## src/rtl/sevenseg_scan_ctrl.sv

```systemverilog
// Time-multiplexed scan controller for an N-digit common-anode 7-segment display.
// Optional leading-zero blanking is enabled by defining SEVENSEG_LZB_EN.
module sevenseg_scan_ctrl #(
  parameter int unsigned N_DIGITS    = 4,
  parameter int unsigned PRESCALE    = 50000,
  parameter int unsigned DEAD_CYCLES = 16
) (
  input  logic                    i_clk,
  input  logic                    i_reset,
  input  logic                    i_load,
  input  logic [4*N_DIGITS-1:0]   i_data,
  input  logic [N_DIGITS-1:0]     i_digit_en,
  output logic [N_DIGITS-1:0]     o_anodes,
  output logic [6:0]              o_segments,
  output logic                    o_frame,
  output logic                    o_pending
);

  localparam int unsigned DATA_W = 4 * N_DIGITS;
  localparam int unsigned CNT_W  = (PRESCALE > 1) ? $clog2(PRESCALE) : 1;
  localparam int unsigned IDX_W  = (N_DIGITS > 1) ? $clog2(N_DIGITS) : 1;
  localparam logic [CNT_W-1:0] CNT_LAST = CNT_W'(PRESCALE - 1);
  localparam logic [CNT_W-1:0] CNT_DEAD = CNT_W'(DEAD_CYCLES);
  localparam logic [IDX_W-1:0] IDX_LAST = IDX_W'(N_DIGITS - 1);

  typedef enum logic {BLANK, SHOW} state_t;

  state_t              state, state_nxt;
  logic [CNT_W-1:0]    cnt, cnt_nxt;
  logic [IDX_W-1:0]    idx, idx_nxt;
  logic                slot_wrap, frame_wrap;
  logic [DATA_W-1:0]   shadow, disp;
  logic [N_DIGITS-1:0] lzb_dark;
  logic [3:0]          nibble;
  logic                lit;

  // Shared hex decoder, active-low abc_defg.
  function automatic logic [6:0] hex_decode(input logic [3:0] h);
    case (h)
      4'h0: hex_decode = 7'b0000001;
      4'h1: hex_decode = 7'b1001111;
      4'h2: hex_decode = 7'b0010010;
      4'h3: hex_decode = 7'b0000110;
      4'h4: hex_decode = 7'b1001100;
      4'h5: hex_decode = 7'b0100100;
      4'h6: hex_decode = 7'b0100000;
      4'h7: hex_decode = 7'b0001111;
      4'h8: hex_decode = 7'b0000000;
      4'h9: hex_decode = 7'b0001100;
      4'hA: hex_decode = 7'b0001000;
      4'hB: hex_decode = 7'b1100000;
      4'hC: hex_decode = 7'b0110001;
      4'hD: hex_decode = 7'b1000010;
      4'hE: hex_decode = 7'b0110000;
      default: hex_decode = 7'b0111000;
    endcase
  endfunction

  always_comb begin
    slot_wrap  = (cnt == CNT_LAST);
    frame_wrap = slot_wrap && (idx == IDX_LAST);
    cnt_nxt    = slot_wrap ? '0 : cnt + CNT_W'(1);
    idx_nxt    = idx;
    if (slot_wrap) idx_nxt = (idx == IDX_LAST) ? '0 : idx + IDX_W'(1);
    state_nxt  = (cnt_nxt < CNT_DEAD) ? BLANK : SHOW;
  end

  // Digit k>0 goes dark when it and every more-significant nibble is zero.
  always_comb begin
    lzb_dark = '0;
`ifdef SEVENSEG_LZB_EN
    begin : lzb
      logic zero_run;
      zero_run = 1'b1;
      for (int k = N_DIGITS - 1; k > 0; k--) begin
        zero_run    = zero_run && (disp[4*k +: 4] == 4'h0);
        lzb_dark[k] = zero_run;
      end
    end
`endif
  end

  always_comb begin
    nibble = 4'(disp >> {idx, 2'b00});
    lit    = (state == SHOW) && i_digit_en[idx] && !lzb_dark[idx];
  end

  // o_frame is high during the cycle whose closing edge wraps to digit 0 and commits.
  always_ff @(posedge i_clk or posedge i_reset) begin
    if (i_reset) begin
      state      <= BLANK;
      cnt        <= '0;
      idx        <= '0;
      shadow     <= '0;
      disp       <= '0;
      o_pending  <= 1'b0;
      o_frame    <= 1'b0;
      o_anodes   <= '1;
      o_segments <= 7'h7F;
    end else begin
      state   <= state_nxt;
      cnt     <= cnt_nxt;
      idx     <= idx_nxt;
      o_frame <= (cnt_nxt == CNT_LAST) && (idx_nxt == IDX_LAST);

      if (frame_wrap && o_pending) disp <= shadow;
      if (i_load) begin
        shadow    <= i_data;
        o_pending <= 1'b1;
      end else if (frame_wrap) begin
        o_pending <= 1'b0;
      end

      if (lit) begin
        o_anodes   <= ~(N_DIGITS'(1) << idx);
        o_segments <= hex_decode(nibble);
      end else begin
        o_anodes   <= '1;
        o_segments <= 7'h7F;
      end
    end
  end

endmodule

```

## config.mk

```make
export PLATFORM = sky130hd
export DESIGN_NAME = sevenseg_scan_ctrl
export DESIGN_NICKNAME = d
export VERILOG_FILES = /design/src/rtl/sevenseg_scan_ctrl.sv
export SDC_FILE = /design/constraint.sdc
export NUM_CORES = 1
export LEC_CHECK = 0
export ABC_AREA = 1
export BUFFER_PORTS_ARGS = -buffer_cell sky130_fd_sc_hd__buf_2
export CAP_MARGIN = 25
export CORE_MARGIN = 1.5
export CORE_UTILIZATION = 50
export CTS_CLUSTER_SIZE = 28
export DETAILED_ROUTE_END_ITERATION = 6
export PLACE_DENSITY = 0.8
export SETUP_SLACK_MARGIN = 0.02
export SLEW_MARGIN = 20
export SYNTH_ARGS = -nofsm -noshare
export SYNTH_HDL_FRONTEND = slang
export SYNTH_SLANG_ARGS = --single-unit
```

## constraint.sdc

```tcl
create_clock -name i_clk -period 3 [get_ports i_clk]
set_input_delay 0.15 -clock i_clk [delete_from_list [all_inputs] [get_ports i_clk]]
set_output_delay 0.15 -clock i_clk [all_outputs]
set_load 0.02 [all_outputs]
```

==> flow_metrics.tcl <==
set metrics [dict create \
    io_buffer_count 35 \
    pin_count 36 \
    drive_above_1_share_pct 19.8 \
    die_w_um 84.4 \
    crit_path_frequent_cell "nand2_1" \
    timing.critical_path.buf_inv 2 \
    cts_max_level 3 \
    globalRouteTotalUtil_pct 21.1 \
    antenna_cells 0 \
    met2_usage_pct 32.1 \
    tightest_slew_ps 580 \
    cts_tree "yes" \
    critPathRequiredTime_ps 3240 \
    max-vdd-ir-drop_uv 394 \
    path_cells "inv_2 -> nand2_1 -> nand3_1 -> nand2_1 -> inv_1 -> ha_1 -> o311ai_0" \
    drc 0 \
    synth_top_area_share_pct 40.0 \
    r2r_cells 7 \
    max_stage_delay_ps 620 \
    gp_congestion 0.870 \
    cap_violations 0 \
    clock_path_buffers 2 \
    worstReg2RegStart "idx[0]" \
    grt_remaining_overflow 0 \
    num_rows 29 \
    gr-usage-met1_pct 28.3 \
    synthAdderAreaFrac_pct 4.15 \
    cp.depth 7 \
    min_path_cells 3 \
    synth_mux_area_share_pct 0.680 \
    clk_latency_ps 350 \
    leakage_nw 1.95 \
    route.vias.total 2784 \
    dp.final_hpwl_um 4840 \
    final_area_um2 3880 \
    slew_viol_final 0 \
    powerDensity_nw_per_um2 495 \
    fin_nets 488 \
    drt_wl_total_um 6810 \
    start_util_pct 51.9 \
    grtUsageMet3_pct 4.42 \
    whs_ps 8.30 \
    grt_max_degree 35 \
    fin_tns_setup_ps 0 \
    fmax_mhz 498 \
    numCtsBuffers 9 \
    grt_pass1_vias 2633 \
    area_growth_syn_to_layout_pct 17.1 \
    holdBufCountCts 9 \
    finalSetupViolCount 0 \
    path_clk_slew_ps 80 \
    cts_sinks 64 \
    finClkSkew_ps 10.8 \
    place_area_um2 3540 \
    yosysSeqAreaShare_pct 48.7 \
    initialDrtViolationCount 201 \
    vias_per_cell 5.19 \
    hold_path_class "in2reg" \
    ys_seq_elements 64 \
    synth_top_family_by_area "simple AND/OR/NAND/NOR gates" \
    crit_family "flip-flops" \
    arrival_ps 2250 \
    firstDrtPassIters 4 \
    fin_util_pct 60.8 \
    syn_inst 408 \
    die_area_um2 7130 \
    core_um2 6390 \
    synth_nets 442 \
    root_buffer "clkbuf_8" \
    crit_fanout 15 \
    wire_per_inst_um 12.7 \
    busiest_layer "met2" \
    maxSlewHeadroom_pct 61.2 \
    cp-start-kind "flop" \
    period_minus_slack_ps 2010 \
    yosys.area.top_type "dfrtp_1" \
    hold_viol_final 0 \
    fillers 546 \
    finalCritPeriodShare_pct 67.0 \
    holdPathEnd "shadow[7]" \
    crit_path_end_kind "flop" \
    synth_compound_area_share_pct 10.8 \
    synth_xor_area_share_pct 0.264 \
    post_cts_buffers 0 \
    netlist_area_um2 3310 \
    holdCritStartpoint "i_data[7]" \
    crit_type "reg2reg" \
    reg2reg_slack_ps 990 \
    r2r-end "o_segments[4]" \
    die_y_um 84.4 \
    yosysWarningCount 0 \
    synthTopCellsByArea "dfrtp_1 (40%), nand2_1 (11%), dfstp_2 (8.7%)" \
    ant_nets 0 \
    rsz0062_at_grt "no" \
    grt_pass1_wl_um 11900 \
    post_cts_resized 0 \
    final-instance-count-excl-fill 536 \
    synth.avg_cell_area_um2 8.12 \
    dp_cells 511 \
    antenna_found_initial 0 \
    ys_types 32 \
    status "finished clean" \
    critical_path.startpoint "idx[0]" \
    slowest_stage "dfrtp_1" \
    yosys.area_share.simple_pct 26.2 \
]
cells by family (layout without fill, tap and decap cells):
| family | after synthesis | after routing |
|---|---|---|
| adder cells (fa/ha/maj) | 11 | 11 |
| AO/OA/AOI/OAI | 64 | 64 |
| buffers and inverters | 72 | 123 |
| AND/OR/NAND/NOR | 194 | 194 |
| XOR/XNOR | 1 | 1 |
| multiplexers | 2 | 2 |
| flip-flops | 64 | 64 |
stage by stage:
step / setup WS (ps) / power (mW)
after floorplan: 1270 / 0.962
after global placement: 1100 / 0.992
after detailed placement: 1000 / 0.999
after CTS: 975 / 1.94
after global routing: 705 / 1.99
final: 991 / 1.92
routing by layer:
layer	wire length [um]	share of wire, %
met5	0	0
met4	159	2.3
met3	280	4.1
met2	3180	47
met1	3190	47
worst reg2reg max path, cell delays in order (launching register included):
cell and delay, ps:
dfrtp_1 620, inv_2 200, nand2_1 110, nand3_1 70
nand2_1 210, inv_1 100, ha_1 250, o311ai_0 340
where the power goes:
part | switching (mW) | internal, mW | total, mW
logic | 0.0556 | 0.0378 | 0.0933
registers | 0.00654 | 0.890 | 0.897
clock network | 0.368 | 0.562 | 0.930
worst max path at each step:
stage	slack, ps	to
6_report	990	o_segments[4]
5_1_grt	710	o_segments[4]
4_1_cts	980	o_segments[4]
3_5_place_dp	1000	o_segments[4]
3_3_place_gp	1100	o_segments[4]
2_1_floorplan	1270	cnt[0]
sequential cells by signal, indices dropped and copies added (netlist names):
signal and cells:
state 1, cnt 16, disp 16, o_anodes 4, shadow 16, idx 2, o_frame 1, o_segments 7
o_pending 1
cell usage in the layout, fill, tap and decap left out, types with 2 or more instances in the layout:
cell,Yosys,routed
inv_1,53,52
o21ai_0,20,20
buf_2,2,35
nand3_2,2,2
a21oi_1,17,17
nor2_4,3,3
inv_2,5,6
o211ai_1,2,2
ha_1,11,11
nand4_1,6,6
inv_6,0,3
nor2_2,4,4
buf_4,0,2
dfstp_2,11,11
nand3_1,32,32
o21ai_1,4,4
nor3_1,3,3
clkinv_1,2,2
bufinv_16,0,3
nand2_2,7,7
mux2_2,2,2
dfrtp_1,53,53
clkbuf_8,0,9
nor2_1,35,35
o21bai_1,3,3
nand2_1,97,97
dlygate4sd3_1,0,9
nand3b_1,2,2
a31oi_1,16,16
cell type report:
type	instances	area, um^2	share of cell area, %
flip-flops and latches	64	1620	41.6
multi-input cells	272	1400	36.0
repair buffers	47	300	7.73
inverters	60	225	5.80
clock inverters	7	125	3.22
clock buffers	9	124	3.19
well taps	77	96.3	2.48
Yosys cell counts:
| library cell | number |
|---|---|
| a21o_1 | 1 |
| a21oi_1 | 17 |
| a31oi_1 | 16 |
| and2_1 | 1 |
| buf_2 | 2 |
| buf_6 | 4 |
| clkbuf_1 | 6 |
| clkinv_1 | 2 |
| dfrtp_1 | 53 |
| dfstp_2 | 11 |
| ha_1 | 11 |
| inv_1 | 53 |
| inv_2 | 5 |
| mux2_2 | 2 |
| nand2_1 | 97 |
| nand2_2 | 7 |
| nand3_1 | 32 |
| nand3_2 | 2 |
| nand3b_1 | 2 |
| nand4_1 | 6 |
| nor2_1 | 35 |
| nor2_2 | 4 |
| nor2_4 | 3 |
| nor3_1 | 3 |
| nor3_2 | 1 |
| o211ai_1 | 2 |
| o21ai_0 | 20 |
| o21ai_1 | 4 |
| o21bai_1 | 3 |
| o311ai_0 | 1 |
| or2_2 | 1 |
| xor2_1 | 1 |
No activity file was read; power rests on OpenSTA's default activity.
